[src/rtl/uart_rx_async_if.sv]
// Host-side handshake of the UART receiver: received character, status flags,
// the read strobe that acknowledges a character, and the FIFO write strobe.
interface uart_rx_async_if;
  logic       read_rx_byte;
  logic [7:0] rx_data;
  logic       rx_ready;
  logic       overflow;
  logic       parity_err;
  logic       framing_err;
  logic       fifo_write_n;

  // Host / FIFO side: issues reads, observes data and status.
  modport master (
    output read_rx_byte,
    input  rx_data, rx_ready, overflow, parity_err, framing_err, fifo_write_n
  );

  // Receiver side: accepts reads, presents data and status.
  modport slave (
    input  read_rx_byte,
    output rx_data, rx_ready, overflow, parity_err, framing_err, fifo_write_n
  );
endinterface

[src/rtl/uart_rx_async.sv]
// Asynchronous UART receiver with 16x oversampling. Recovers 7/8-bit characters
// with optional odd/even parity and hands them to a holding register (ready /
// overflow handshake) and, optionally, to the RX FIFO via an active-low strobe.
module uart_rx_async #(
  parameter bit RX_FIFO = 1'b0
) (
  input  logic        clk,
  input  logic        aresetn,
  input  logic        baud_pulse,
  input  logic        rx,
  input  logic        bit8,
  input  logic        parity_en,
  input  logic        odd_n_even,
  uart_rx_async_if.slave host
);

  typedef enum logic [2:0] {IDLE, START, DATA, PARITY, STOP} state_t;

  state_t     state, state_nxt;
  logic       rx_meta, rx_s;
  logic [3:0] samp_cnt;
  logic [2:0] bit_cnt;
  logic [7:0] shreg;
  logic       par_bad;
  logic       samp_clr, bit_clr, shift_en, par_ld, load;
  logic       last_bit;
  logic [7:0] rx_char;

  logic [7:0] rx_data_q;
  logic       rx_ready_q, overflow_q, parity_err_q, framing_err_q, fifo_write_n_q;

  // Bits arrive LSB first into the MSB, so a 7-bit character sits in [7:1]
  // and must be shifted down one place with bit 7 forced to 0.
  function automatic logic [7:0] align_char(input logic [7:0] sr, input logic b8);
    return b8 ? sr : {1'b0, sr[7:1]};
  endfunction

  assign rx_char  = align_char(shreg, bit8);
  // The >= form lets DATA exit even if bit8 drops while bit_cnt is already 7.
  assign last_bit = bit8 ? (bit_cnt == 3'd7) : (bit_cnt >= 3'd6);

  // Two-flop synchronizer for the asynchronous serial line (idles high).
  always_ff @(posedge clk or negedge aresetn) begin
    if (!aresetn) begin
      rx_meta <= 1'b1;
      rx_s    <= 1'b1;
    end else begin
      rx_meta <= rx;
      rx_s    <= rx_meta;
    end
  end

  // Receiver state register.
  always_ff @(posedge clk or negedge aresetn) begin
    if (!aresetn) state <= IDLE;
    else          state <= state_nxt;
  end

  // Next-state and datapath strobes; every transition waits for a baud pulse.
  always_comb begin
    state_nxt = state;
    samp_clr  = 1'b0;
    bit_clr   = 1'b0;
    shift_en  = 1'b0;
    par_ld    = 1'b0;
    load      = 1'b0;
    if (baud_pulse) begin
      case (state)
        IDLE: begin
          if (!rx_s) begin
            state_nxt = START;
            samp_clr  = 1'b1;
          end
        end
        START: begin
          if (samp_cnt == 4'd7) begin
            if (rx_s) begin
              state_nxt = IDLE;
            end else begin
              state_nxt = DATA;
              samp_clr  = 1'b1;
              bit_clr   = 1'b1;
            end
          end
        end
        DATA: begin
          if (samp_cnt == 4'd15) begin
            shift_en = 1'b1;
            if (last_bit) state_nxt = parity_en ? PARITY : STOP;
          end
        end
        PARITY: begin
          if (samp_cnt == 4'd15) begin
            par_ld    = 1'b1;
            state_nxt = STOP;
          end
        end
        STOP: begin
          // Load at mid stop bit so a following start edge is not missed.
          if (samp_cnt == 4'd15) begin
            load      = 1'b1;
            state_nxt = IDLE;
          end
        end
        default: state_nxt = IDLE;
      endcase
    end
  end

  // Oversample and bit counters, shift register and parity capture.
  always_ff @(posedge clk or negedge aresetn) begin
    if (!aresetn) begin
      samp_cnt <= 4'd0;
      bit_cnt  <= 3'd0;
      shreg    <= 8'd0;
      par_bad  <= 1'b0;
    end else begin
      if (samp_clr)        samp_cnt <= 4'd0;
      else if (baud_pulse) samp_cnt <= samp_cnt + 4'd1;

      if (bit_clr) begin
        bit_cnt <= 3'd0;
        shreg   <= 8'd0;
        par_bad <= 1'b0;
      end else if (shift_en) begin
        bit_cnt <= bit_cnt + 3'd1;
        shreg   <= {rx_s, shreg[7:1]};
      end

      if (par_ld) par_bad <= rx_s ^ odd_n_even ^ (^rx_char);
    end
  end

  // Host-visible holding register and status; a load beats a coincident read.
  always_ff @(posedge clk or negedge aresetn) begin
    if (!aresetn) begin
      rx_data_q      <= 8'd0;
      rx_ready_q     <= 1'b0;
      overflow_q     <= 1'b0;
      parity_err_q   <= 1'b0;
      framing_err_q  <= 1'b0;
      fifo_write_n_q <= 1'b1;
    end else begin
      fifo_write_n_q <= ~(load & RX_FIFO);
      if (load) begin
        rx_data_q     <= rx_char;
        framing_err_q <= ~rx_s;
        parity_err_q  <= par_bad & parity_en;
        rx_ready_q    <= 1'b1;
        overflow_q    <= (rx_ready_q | overflow_q) & ~host.read_rx_byte;
      end else if (host.read_rx_byte) begin
        rx_ready_q <= 1'b0;
        overflow_q <= 1'b0;
      end
    end
  end

  assign host.rx_data      = rx_data_q;
  assign host.rx_ready     = rx_ready_q;
  assign host.overflow     = overflow_q;
  assign host.parity_err   = parity_err_q;
  assign host.framing_err  = framing_err_q;
  assign host.fifo_write_n = fifo_write_n_q;

endmodule
[src/flat_wrapper.sv]
// flat-port wrapper written by rule: the top's interface ports become plain ports
module uart_rx_async_flat 
#(
  parameter bit RX_FIFO = 1'b0
)
  (clk, aresetn, baud_pulse, rx, bit8, parity_en, odd_n_even, host_read_rx_byte, host_rx_data, host_rx_ready, host_overflow, host_parity_err, host_framing_err, host_fifo_write_n);
  uart_rx_async_if host_i ();
  input  logic clk;
  input  logic aresetn;
  input  logic baud_pulse;
  input  logic rx;
  input  logic bit8;
  input  logic parity_en;
  input  logic odd_n_even;
  input wire logic [$bits(host_i.read_rx_byte)-1:0] host_read_rx_byte;
  output wire logic [$bits(host_i.rx_data)-1:0] host_rx_data;
  output wire logic [$bits(host_i.rx_ready)-1:0] host_rx_ready;
  output wire logic [$bits(host_i.overflow)-1:0] host_overflow;
  output wire logic [$bits(host_i.parity_err)-1:0] host_parity_err;
  output wire logic [$bits(host_i.framing_err)-1:0] host_framing_err;
  output wire logic [$bits(host_i.fifo_write_n)-1:0] host_fifo_write_n;
  assign host_i.read_rx_byte = host_read_rx_byte;
  assign host_rx_data = host_i.rx_data;
  assign host_rx_ready = host_i.rx_ready;
  assign host_overflow = host_i.overflow;
  assign host_parity_err = host_i.parity_err;
  assign host_framing_err = host_i.framing_err;
  assign host_fifo_write_n = host_i.fifo_write_n;
  uart_rx_async #(.RX_FIFO(RX_FIFO)) u_core (.clk(clk), .aresetn(aresetn), .baud_pulse(baud_pulse), .rx(rx), .bit8(bit8), .parity_en(parity_en), .odd_n_even(odd_n_even), .host(host_i));
endmodule
[config.mk]
export PLATFORM = sky130hd
export DESIGN_NAME = uart_rx_async_flat
export DESIGN_NICKNAME = d
export VERILOG_FILES = /design/src/rtl/uart_rx_async_if.sv /design/src/rtl/uart_rx_async.sv /design/src/flat_wrapper.sv
export SDC_FILE = /design/constraint.sdc
export NUM_CORES = 1
export LEC_CHECK = 0
export ABC_AREA = 1
export CAP_MARGIN = 20
export CELL_PAD_IN_SITES_DETAIL_PLACEMENT = 0
export CELL_PAD_IN_SITES_GLOBAL_PLACEMENT = 1
export CORE_MARGIN = 3
export CORE_UTILIZATION = 37
export CTS_CLUSTER_SIZE = 20
export DETAILED_ROUTE_END_ITERATION = 7
export PLACE_DENSITY_LB_ADDON = 0.1
export SLEW_MARGIN = 15
export SYNTH_ARGS = -nofsm -noshare
export SYNTH_HDL_FRONTEND = slang
export SYNTH_SLANG_ARGS = --single-unit
[constraint.sdc]
create_clock -name clk -period 1.5 [get_ports clk]
set_clock_uncertainty 0.2 [all_clocks]
set_input_delay 0.15 -clock clk [delete_from_list [all_inputs] [get_ports clk]]
set_output_delay 0.15 -clock clk [all_outputs]
set_load 0.01 [all_outputs]
==> summary.txt <==
Status
  – Outcome: finished, violations left
  – Violated checks: negative setup slack

Clock tree
  – H-Tree Depth: 2
  – TritonCTS clock tree: built
  – Clk root buf: clkbuf_8
  – Worst-Skew Late Latency: 0.28 ns
  – CTS clk-pin slew, worst paths: 0.07 ns
  – TritonCTS buffer count: 5
  – Max clock buf depth: 2
  – CTS Sinks: 33

Yosys
  – Synth Instances: approximately 240
  – Syn avg cell area: a little under 8 um2
  – Seq cells post-synth: 33
  – Syn Nets: around 250
  – Seq/Total Area, Yosys: around 45%
  – Distinct cells, synth: 30
  – Synth Cell Area: 0.00183 mm2
  – YS warnings: 0

Route
  – Routed vias/inst: 4.70
  – Via Count: ~1,700
  – Starting DRT DRC Count: 53
  – WL final: ~4300 um
  – Router iterations before antenna repair: 5
  – Residual DRC: 0
  – Post-DRT Antenna Nets: 0
  – Wire per inst: 12.0 um

STA
  – Slew Limit Fails: 0
  – Min setup slack post-route: -0.0787 ns
  – Final Hold Vio Count: 0
  – Period utilization: 105%
  – # setup viols final: 15
  – Fin Setup TNS: -0.840 ns
  – Post-layout minimum cycle time: 1.58 ns
  – RSZ-0062 raised after global routing: yes
  – Fmax: 633 MHz

Critical path
  – Worst Path Buf+Inv: 1
  – Worst Path Arrival: ~1.6 ns
  – Critical path endpoint category: register
  – Crit path kind: reg2reg
  – Startpoint Class: register
  – CP peak stage delay: 0.39 ns
  – Delay-heaviest family, CP: simple AND/OR/NAND/NOR gates
  – Slowest cell on the critical path: dfrtp_1
  – Cells along the critical path: ha_4 > nand2_4 > nor2_4 > buf_4 > nand3b_4 > nand2_8 > nand2_1 > o21ai_1
  – Crit path max fanout: 10
  – CP Data Required Time: ~1.5 ns

Place
  – GP Congestion: 0.834
  – DPL Wire Length: 2810 um
  – Port-buffer cells: 19

Power
  – Total power: 3.56 mW
  – VDD IR max: ~0.00059 V
  – LEAKAGE: 1.42 nW
  – Pwr Density: 1350 mW/mm2

Layout
  – Most frequent cells in the layout: nand2_1, dfrtp_1, buf_4
  – Antenna diodes: 0
  – Share of cells above drive strength 1: 29.0%
  – Commonest non-fill, non-tap cell in the layout: nand2_1
  – Synthesis-to-finish area growth: 44.1%
  – Nets: 301

Die
  – Die W: 76.4 um
  – Row count: 24
  – DIE AREA: 0.00583 mm2
  – DIE HEIGHT: 76.4 um
  – I/O Pins: 21
  – Initial Util: between 40 and 50%
  – Core Area: 0.00456 mm2

Job
  – MaxCap Viol Count: 0

GRT
  – Number of global-route vias before repair: 1,466
  – Initial antenna violation count: 0
  – Largest net degree at the start of global routing: 34
  – First-pass GRT wire length: 6750 um
  – Gr ovfl total: 0
  – Total track usage: 14.2%

Min path
  – Hold/Removal Path Class: in2async
[kinds of logic after synthesis]
group	Yosys count	share of synthesized area, %
xor gates and xnor gates	1	0.478
DFF	33	45.2
AOI/OAI and AO/OA	42	13.0
other	1	0.205
and+or+nand+nor	119	29.5
adders and majority gates	4	2.73
buffers and inverters	37	8.94
[worst paths after layout]
check	slack, ns	endpoint	startpoint	cells past startpoint
setup / recovery	-0.08	u_core.shreg[7]	u_core.samp_cnt[1]	8
hold / removal	0.03	u_core.samp_cnt[0]	aresetn	2
setup reg to reg	-0.08	u_core.shreg[7]	u_core.samp_cnt[1]	8
hold reg to reg	0.16	u_core.rx_s	u_core.rx_meta	0
max in group asynchronous	0.83	u_core.rx_s	aresetn	2
min in group clk	0.07	u_core.rx_meta	rx	1
[final cells by class]
class | count | area, um2
Clock buffer | 7 | 96.3
Clock inverter | 1 | 5.00
Multi-Input combinational cell | 170 | 1050
Inverter | 31 | 134
Fill cell | 425 | 1920
Sequential cell | 33 | 828
Timing Repair Buffer | 48 | 449
Tap cell | 65 | 81.3
[per-stage QoR]
stage               instance area, um2  instances  setup WS [ns]  hold slack [ns]  util (%)
floorplan                         1850        237        -0.0150           -0.346         -
global placement                  2270        339         -0.360            0.146      49.8
detailed placement                2270        339         -0.327            0.148      49.8
CTS                               2480        350        -0.0654           0.0274      54.2
global route                      2640        355         -0.197           0.0366      57.9
finish                            2640        355        -0.0787           0.0253      57.9
[power breakdown]
part / internal [mW] / switching, mW
Clock: 0.414 / 0.317
Sequential: 1.11 / 0.208
Combinational: 0.668 / 0.844
Total: 2.19 / 1.37
[timing repair]
item | CTS | global route
endpoints found under the setup margin | 39 | 30
hold buffers | 0 | 0
gates cloned | 1 | 3
pin swaps | 3 | 13
setup buffers | 2 | 2
resized for setup | 35 | 29
[synth_stat cells]
master	n	area share, %
a21o_1	1	0.41
a21oi_1	4	1.1
buf_2	2	0.55
buf_4	2	0.82
buf_6	2	1.2
conb_1	1	0.20
dfrtp_1	31	42
dfstp_2	2	2.9
ha_1	4	2.7
inv_1	24	4.9
inv_2	7	1.4
nand2_1	81	17
nand2_2	4	1.4
nand2_4	1	0.61
nand3_1	14	3.8
nand3_2	1	0.55
nand3b_4	1	1.1
nand4_1	1	0.34
nor2_1	7	1.4
nor2_2	2	0.68
nor2_8	1	1.1
nor3_1	5	1.4
nor3_2	1	0.55
o211ai_1	1	0.41
o21ai_0	14	3.8
o21ai_1	16	4.4
o21ai_2	1	0.48
o22ai_1	3	1.0
o31ai_2	2	1.4
xor2_1	1	0.48
[metal layers]
metal | vias up | part of all wire [%] | GRT usage [%]
li1 | 869 | - | -
met1 | 752 | 50 | 20.4
met2 | 41 | 44 | 21.1
met3 | 7 | 4.5 | 2.84
met4 | 0 | 1.4 | 4.89
met5 | - | 0 | 0
[registers in the layout, indices dropped and copies added (netlist names)]
register	cells
u_core.shreg	8
u_core.host.framing_err	1
u_core.host.overflow	1
u_core.rx_meta	1
u_core.host.parity_err	1
u_core.host.rx_ready	1
u_core.rx_s	1
u_core.bit_cnt	3
u_core.state	3
u_core.host.rx_data	8
u_core.samp_cnt	4
u_core.par_bad	1
[worst register-to-register path, delay by kind of cell, from the launching register on]
| kind | cells | cell delay (ns) |
|---|---|---|
| AOI/OAI and AO/OA | 1 | 0.07 |
| adders and majority gates | 1 | 0.16 |
| buffers and inverters | 1 | 0.14 |
| DFF | 1 | 0.39 |
| and+or+nand+nor | 5 | 0.53 |
Note: power is estimated with default switching activity, not from simulation.
